`config.mk`:
```
export PLATFORM = sky130hd
export DESIGN_NAME = iob_cache_write_buffer
export DESIGN_NICKNAME = d
export VERILOG_FILES = /design/src/rtl/iob_cache_write_buffer.sv
export SDC_FILE = /design/constraint.sdc
export NUM_CORES = 1
export LEC_CHECK = 0
export BUFFER_PORTS_ARGS = -buffer_cell sky130_fd_sc_hd__buf_2
export CORE_MARGIN = 10
export CORE_UTILIZATION = 50
export DETAILED_ROUTE_END_ITERATION = 8
export PLACE_DENSITY = 0.7
export SLEW_MARGIN = 20
export SYNTH_ARGS = -nofsm -noshare
export SYNTH_HDL_FRONTEND = slang
export SYNTH_SLANG_ARGS = --single-unit
```
`constraint.sdc`:
```
create_clock -name clk_i -period 5.5 [get_ports clk_i]
set_input_delay 0.275 -clock clk_i [delete_from_list [all_inputs] [get_ports clk_i]]
set_output_delay 0.275 -clock clk_i [all_outputs]
set_load 0.05 [all_outputs]
```
`src/rtl/iob_cache_write_buffer.sv`:
```
// Write-through buffer: queues cache word writes and drains them in order to memory via req/ack.
// Optional same-address write merging into the newest entry: define IOB_CACHE_WB_MERGE_EN.
module iob_cache_write_buffer #(
  parameter int ADDR_W  = 32,
  parameter int DATA_W  = 32,
  parameter int DEPTH_W = 2
) (
  input  logic                              clk_i,
  input  logic                              reset_ni,
  input  logic                              wr_req_i,
  input  logic [ADDR_W-$clog2(DATA_W/8)-1:0] wr_addr_i,
  input  logic [DATA_W-1:0]                 wr_wdata_i,
  input  logic [DATA_W/8-1:0]               wr_wstrb_i,
  output logic                              wr_full_o,
  output logic                              wr_empty_o,
  output logic [DEPTH_W:0]                  wr_level_o,
  output logic                              mem_req_o,
  output logic [ADDR_W-1:0]                 mem_addr_o,
  output logic [DATA_W-1:0]                 mem_wdata_o,
  output logic [DATA_W/8-1:0]               mem_wstrb_o,
  input  logic                              mem_ack_i
);

  localparam int STRB_W  = DATA_W / 8;
  localparam int OFF_W   = $clog2(STRB_W);
  localparam int WADDR_W = ADDR_W - OFF_W;
  localparam int DEPTH   = 1 << DEPTH_W;

  localparam logic [DEPTH_W-1:0] PTR_ONE  = DEPTH_W'(1);
  localparam logic [DEPTH_W:0]   LVL_ONE  = (DEPTH_W + 1)'(1);
  localparam logic [DEPTH_W:0]   LVL_FULL = (DEPTH_W + 1)'(DEPTH);

  typedef enum logic {IDLE, REQ} state_e;

  state_e               state_q, state_d;
  logic [WADDR_W-1:0]   addr_mem [DEPTH];
  logic [DATA_W-1:0]    data_mem [DEPTH];
  logic [STRB_W-1:0]    strb_mem [DEPTH];
  logic [DEPTH_W-1:0]   wptr_q, wptr_d, rptr_q, rptr_d;
  logic [DEPTH_W:0]     level_q, level_d;
  logic                 mem_req_q, mem_req_d;
  logic [ADDR_W-1:0]    mem_addr_q, mem_addr_d;
  logic [DATA_W-1:0]    mem_wdata_q, mem_wdata_d;
  logic [STRB_W-1:0]    mem_wstrb_q, mem_wstrb_d;
  logic                 push, pop, merge;

`ifdef IOB_CACHE_WB_MERGE_EN
  logic [DEPTH_W-1:0]   tail;

  // With fewer than two entries the newest one is (or is about to be) loaded into REQ.
  assign tail  = wptr_q - PTR_ONE;
  assign merge = wr_req_i && (level_q >= (DEPTH_W + 1)'(2)) && (addr_mem[tail] == wr_addr_i);
`else
  assign merge = 1'b0;
`endif

  assign wr_full_o  = (level_q == LVL_FULL);
  assign wr_empty_o = (level_q == '0) && (state_q == IDLE);
  assign wr_level_o = level_q;
  assign push       = wr_req_i && !merge && !wr_full_o;
  assign pop        = (state_q == REQ) && mem_ack_i;

  assign mem_req_o   = mem_req_q;
  assign mem_addr_o  = mem_addr_q;
  assign mem_wdata_o = mem_wdata_q;
  assign mem_wstrb_o = mem_wstrb_q;

  always_comb begin
    state_d     = state_q;
    rptr_d      = rptr_q;
    mem_req_d   = mem_req_q;
    mem_addr_d  = mem_addr_q;
    mem_wdata_d = mem_wdata_q;
    mem_wstrb_d = mem_wstrb_q;
    case (state_q)
      IDLE: begin
        if (level_q != '0) begin
          mem_req_d   = 1'b1;
          mem_addr_d  = ADDR_W'(addr_mem[rptr_q]) << OFF_W;
          mem_wdata_d = data_mem[rptr_q];
          mem_wstrb_d = strb_mem[rptr_q];
          state_d     = REQ;
        end
      end
      REQ: begin
        if (mem_ack_i) begin
          mem_req_d = 1'b0;
          rptr_d    = rptr_q + PTR_ONE;
          state_d   = IDLE;
        end
      end
      default: state_d = IDLE;
    endcase
  end

  always_comb begin
    wptr_d  = push ? (wptr_q + PTR_ONE) : wptr_q;
    level_d = level_q;
    case ({push, pop})
      2'b10:   level_d = level_q + LVL_ONE;
      2'b01:   level_d = level_q - LVL_ONE;
      default: level_d = level_q;
    endcase
  end

  always_ff @(posedge clk_i or negedge reset_ni) begin
    if (!reset_ni) begin
      state_q     <= IDLE;
      wptr_q      <= '0;
      rptr_q      <= '0;
      level_q     <= '0;
      mem_req_q   <= 1'b0;
      mem_addr_q  <= '0;
      mem_wdata_q <= '0;
      mem_wstrb_q <= '0;
    end else begin
      state_q     <= state_d;
      wptr_q      <= wptr_d;
      rptr_q      <= rptr_d;
      level_q     <= level_d;
      mem_req_q   <= mem_req_d;
      mem_addr_q  <= mem_addr_d;
      mem_wdata_q <= mem_wdata_d;
      mem_wstrb_q <= mem_wstrb_d;
    end
  end

  // Storage is not reset: slots are only read once the level says they hold valid data.
  always_ff @(posedge clk_i) begin
    if (push) begin
      addr_mem[wptr_q] <= wr_addr_i;
      data_mem[wptr_q] <= wr_wdata_i;
      strb_mem[wptr_q] <= wr_wstrb_i;
    end
`ifdef IOB_CACHE_WB_MERGE_EN
    else if (merge) begin
      for (int b = 0; b < STRB_W; b++) begin
        if (wr_wstrb_i[b]) begin
          data_mem[tail][b*8 +: 8] <= wr_wdata_i[b*8 +: 8];
          strb_mem[tail][b]        <= 1'b1;
        end
      end
    end
`endif
  end

endmodule

```
After elaboration in Yosys (flattened, before gate mapping):

Memories as Yosys holds them, arrays and structs flattened. A register that Yosys moved wholly into a read port is not among the register bits.
Cells that the tools add are included.

* register bits: 9
* RAM bits: 264
* input port bits: 70
* memories: 3

* $add $sub $neg: 4
* equality and inequality tests: 5
* muxes and demuxes: 9
* bitwise gates (word level): 1
* reduce and logical (&&, ||, !) cells: 13

Memory list
* data_mem: words 4, width 32, rd ports 1, clocked after Yosys merged registers in 1, write ports 1, line 37 `logic [DATA_W-1:0] data_mem [DEPTH];`
* addr_mem: words 4, width 30, rd ports 1, clocked after Yosys merged registers in 1, write ports 1, line 36 `logic [WADDR_W-1:0] addr_mem [DEPTH];`
* strb_mem: words 4, width 4, rd ports 1, clocked after Yosys merged registers in 1, write ports 1, line 38 `logic [STRB_W-1:0] strb_mem [DEPTH];`

Operators by type and width (number)
* $mux 1: 6
* $pmux 3 s2: 1
* $reduce_and 2->1: 3
* $add 2x1->2 const B: 2
* $logic_not 1->1: 4
* $pmux 1 s2: 2
* $add 3x1->3 const B: 1
* $eq 3x3->1 const B: 1
* $logic_and 1x1->1: 3
* $logic_not 3->1: 1
* $reduce_bool 3->1: 1
* $sub 3x1->3 const B: 1
* $eq 2x1->1 const B: 1
* $eq 2x2->1 const B: 1
* $ne 2x1->1 const B: 1
* $ne 2x2->1 const B: 1
* $reduce_bool 2->1: 1
* $not 1->1: 1

Longest topological paths before layout:

* depth after elaboration: 5
* gate-level depth with buffers: 9
* gate-level depth less buffers: 9

Worst setup path after synthesis:

No wires, ideal clock.

* path type: register to register
* start: reg level_q[2] (netlist: wr_level_o[2])
* end: mem addr_mem[0][0] (netlist name), enable pin
* arrival time: 3218 ps
* required time: 4944 ps
* path slack: 1726 ps
* stages on the path, launching flop included: 4
* path buffers: 0
* clock period less this slack: 3774 ps
* cell sequence: dfrtp_1 nor3b_1 nor2b_1 and2_1

* word-level cells in the longest chain between the ends: 5

Ends and longest elaborated chain
* start: declaration: line 40 `logic [DEPTH_W:0] level_q, level_d;`
* start signal: assignment: line 120 `level_q <= level_d;`
* $eq 3x3->1: line 57 `assign wr_full_o = (level_q == LVL_FULL);`
* via wr_full_o: line 14 `output logic wr_full_o,`
* $logic_not 1->1: line 60 `assign push = wr_req_i && !merge && !wr_full_o;`
* $logic_and 1x1->1: line 60
* $mux 1: line 130 `if (push) begin`
* $mux 1 (implied by the code): line 131 `addr_mem[wptr_q] <= wr_addr_i;`
* end: declaration: line 36

The timed path passes the listed nets, and every way through them passes these cells.

Worst setup path after layout:

* start: reg level_q[0] (netlist: wr_level_o[0])
* end: reg mem_addr_q[31] (netlist: mem_addr_o[31]), read port of addr_mem

* word-level cells in the longest chain between the ends: 2

Ends and longest elaborated chain
* $reduce_bool 3->1: line 77 `if (level_q != '0) begin`
* $reduce_and 2->1 (no line)
* end: declaration: line 42 `logic [ADDR_W-1:0] mem_addr_q, mem_addr_d;`

No other way between the ends.
A chain may end at the register's enable or synchronous reset.

==> metrics.md <==
| Metric | Value |
|---|---|
| Fraction of layout cells with a size suffix above 1 | `43.1%` |
| RR Startpoint | `wr_level_o[0]` |
| Initial Utilization | `about half` |
| Worst Setup End Kind | `register` |
| Cells after Synth | `532` |
| Critical Path AT | `approximately 3.0 ns` |
| Post-synthesis cell type count | `27` |
| Fmax | `roughly 0.38 GHz` |
| Max-slew violations | `0` |
| FFs w/ async S/R, synth | `~22%` |
| # placed instances | `977` |
| Final Net Count | `830` |
| Dominant cell by count in the synthesized netlist | `edfxtp_1` |
| Largest cells by area after synthesis | `edfxtp_1, dfrtp_1, mux4_2` |
| DRT iter0 DRCs | `between 300 and 400` |
| Buffers and inverters on the worst path | `1` |
| Yosys warns | `0` |
| GR Util All Layers | `roughly 15%` |
| Relative slew slack | `29.5%` |
| Setup bufs post-CTS | `0` |
| Tmin final | `around 2.6 ns` |
| Antenna cells | `0` |
| RSZ-0062 raised after global routing | `false` |
| Worst endpoint required time | `5.88 ns` |
| Routed WL | `around 24000 um` |
| Clk_lat worst skew | `0.51 ns` |
| Avg Inst Size Synth | `roughly 24 sq um` |
| Largest area contributor in the netlist | `edfxtp_1` |
| Max_cap viols | `0` |
| CTS Buf Count | `35` |
| Core footprint | `between 0.02 and 0.025 sq mm` |
| Top-area cell type share of the netlist area | `a little over three fifths` |
| DRT Pass-1 Iters | `4` |
| Buffers on Ports | `approximately 140` |
| Final setup violation count | `0` |
| Fill cell count | `about 1700` |
| Final period utilization | `between 40% and 50%` |
| CTS tree | `yes` |
| Hold slack | `between 0.02 and 0.025 ns` |
| Number of synthesized flops with an enable pin | `around 260` |
| Crit. Startpoint | `wr_level_o[0]` |
| Die Wd | `178 um` |
| Pin count of the biggest net entering global routing | `68` |
| Cell Pwr Density | `~600 mW/mm^2` |
| Layout area overhead | `23.1%` |
| CTS root buffer | `clkbuf_16` |
| Initial antenna violation count | `0` |
| Vias in the first global route | `between 6000 and 7000` |
| Crit Path Class | `reg2reg` |
| Type of origin of the critical path | `register` |
| Max VDD drop | `approximately 0.00066 V` |
| Detailed Place HPWL | `~14000 um` |
| Max Fanout on Critical Path | `38` |
| Hold/Removal Path Class | `in2reg` |
| Crit path largest cell delay | `0.77 ns` |
| Routed vias | `around 6000` |
| Clock Path Buffers | `3` |
| Actual slew at the worst max-slew pin | `1.06 ns` |
| FP Rows | `between 50 and 60` |
| Clock slew at reported path FFs | `around 0.06 ns` |
| # clock sinks | `between 300 and 400` |
| Final design utilization | `a little over three fifths` |
| HP Start | `wr_wstrb_i[3]` |
| Most used DFF post-synth | `edfxtp_1` |
| Overflow after GRT | `0` |
| Routed wire per std cell | `21.8 um` |
| Io pins | `~140` |
| Status | `completed` |
| Total die area | `~0.032 sq mm` |
| First-pass GRT wire length | `38000 um` |
| Routability cong. | `between 0.7 and 0.8` |
| Dpl ws | `around 2.8 ns` |
| Clk_skew | `slightly above 0.02 ns` |
| Yosys reg bits | `between 300 and 400` |
| DRC Markers | `0` |
| Vias per cell | `between 5 and 6` |
| Crit-path leading delay family | `simple AND/OR/NAND/NOR gates` |
| DIE HEIGHT | `178 um` |
| Post-route ant nets | `0` |
| Register area share after synthesis | `between 70% and 80%` |
| CP cell instances | `nor3_1, nor2_4, buf_4, mux2_2` |
| Hold Fails Final Rpt | `0` |
| Netlist Area Pre-Place | `about 0.013 sq mm` |
| Htree depth | `2` |
| Fin Setup TNS | `0 ns` |
| Leakage | `around 5.6 nW` |
| Worst path slowest cell | `nor2_4` |
| Synth cell count leaders | `edfxtp_1, dfrtp_1, mux4_2` |
| Fin cells | `1104` |
| Final WS setup | `2.90 ns` |
[final cells by class]
class	count	area [sq um]	share of cell area, %
repair buffers	208	1390	9.00
clock inverters	19	260	1.69
inverters	7	26.3	0.170
flip-flops and latches	339	9810	63.6
multi-input cells	163	2550	16.6
clock buffers	44	982	6.37
well taps	324	405	2.63
[path summary, 6_finish.rpt]
| path | end | slack (ns) | cells after the start |
|---|---|---|---|
| max in group asynchronous | rptr_q[1] | 4.12 | 3 |
| min | strb_mem[2][3] | 0.02 | 1 |
| min reg2reg | mem_wdata_o[23] | 0.50 | 1 |
| min in group asynchronous | mem_wdata_o[23] | 0.24 | 2 |
| max | mem_addr_o[31] | 2.90 | 4 |
| max reg2reg | mem_addr_o[31] | 2.90 | 4 |
[layer usage]
metal	vias to the layer above	GRT usage, %	part of all wire, %
li1	2590	-	-
met1	3098	20.5	42
met2	172	24.9	49
met3	36	3.74	6.7
met4	0	4.75	1.9
met5	-	0	0
[what timing repair did]
item	in CTS	in global routing
resized for setup	0	0
endpoints found under the hold margin	275	0
hold buffers	63	0
[cells by family (layout without fill, tap and decap cells)]
| family | count (synthesis) | after routing | share of synthesized area [%] |
|---|---|---|---|
| other cells | 1 | 2 | 0.0299 |
| flops | 339 | 339 | 78.3 |
| mux | 133 | 133 | 18.4 |
| compound gates | 2 | 2 | 0.0998 |
| buf+inv | 31 | 278 | 1.54 |
| fa+ha+maj | 6 | 6 | 0.659 |
| simple gates | 14 | 14 | 0.579 |
| xor+xnor | 6 | 6 | 0.419 |
[placed cells by master (no fill, tap or decap), types with 2 or more instances in the layout]
cell type	count
and2_4	4
buf_2	140
buf_4	4
bufinv_16	7
clkbuf_1	4
clkbuf_16	37
clkbuf_8	3
clkinv_1	8
clkinv_2	4
conb_1	2
dfrtp_1	73
dfrtp_4	2
dlygate4sd3_1	63
edfxtp_1	264
ha_1	5
inv_1	7
mux2_2	49
mux2_4	18
mux4_2	66
nand2_1	3
nor2_1	2
xnor2_1	4
xor2_1	2
[flip-flops by register name (all words and copies together), names as in the netlist]
name,count
addr_mem,120
data_mem,128
mem_addr_o,30
mem_req_o,1
mem_wdata_o,32
mem_wstrb_o,4
rptr_q,2
state_q,1
strb_mem,16
wptr_q,2
wr_level_o,3
[worst reg2reg max path, cell delays in order (launching register included)]
cell and delay [ns]:
dfrtp_1 0.46, nor3_1 0.12, nor2_4 0.77, buf_4 0.70
mux2_2 0.44
[per-stage QoR]
step                total power [W]  area (sq um)
floorplan                   0.00628         12500
global route                0.00994         15400
finish                      0.00950         15400
global placement            0.00694         13500
CTS                         0.00960         15400
detailed placement          0.00704         13500
[where the power goes]
group,leakage (nW),switching [W],internal (W)
sequential,3.29,0.000425,0.00351
clock,0.609,0.000923,0.00159
combinational,1.74,0.00184,0.00122
total,5.64,0.00318,0.00632
Power figures use the tool's default switching activity.
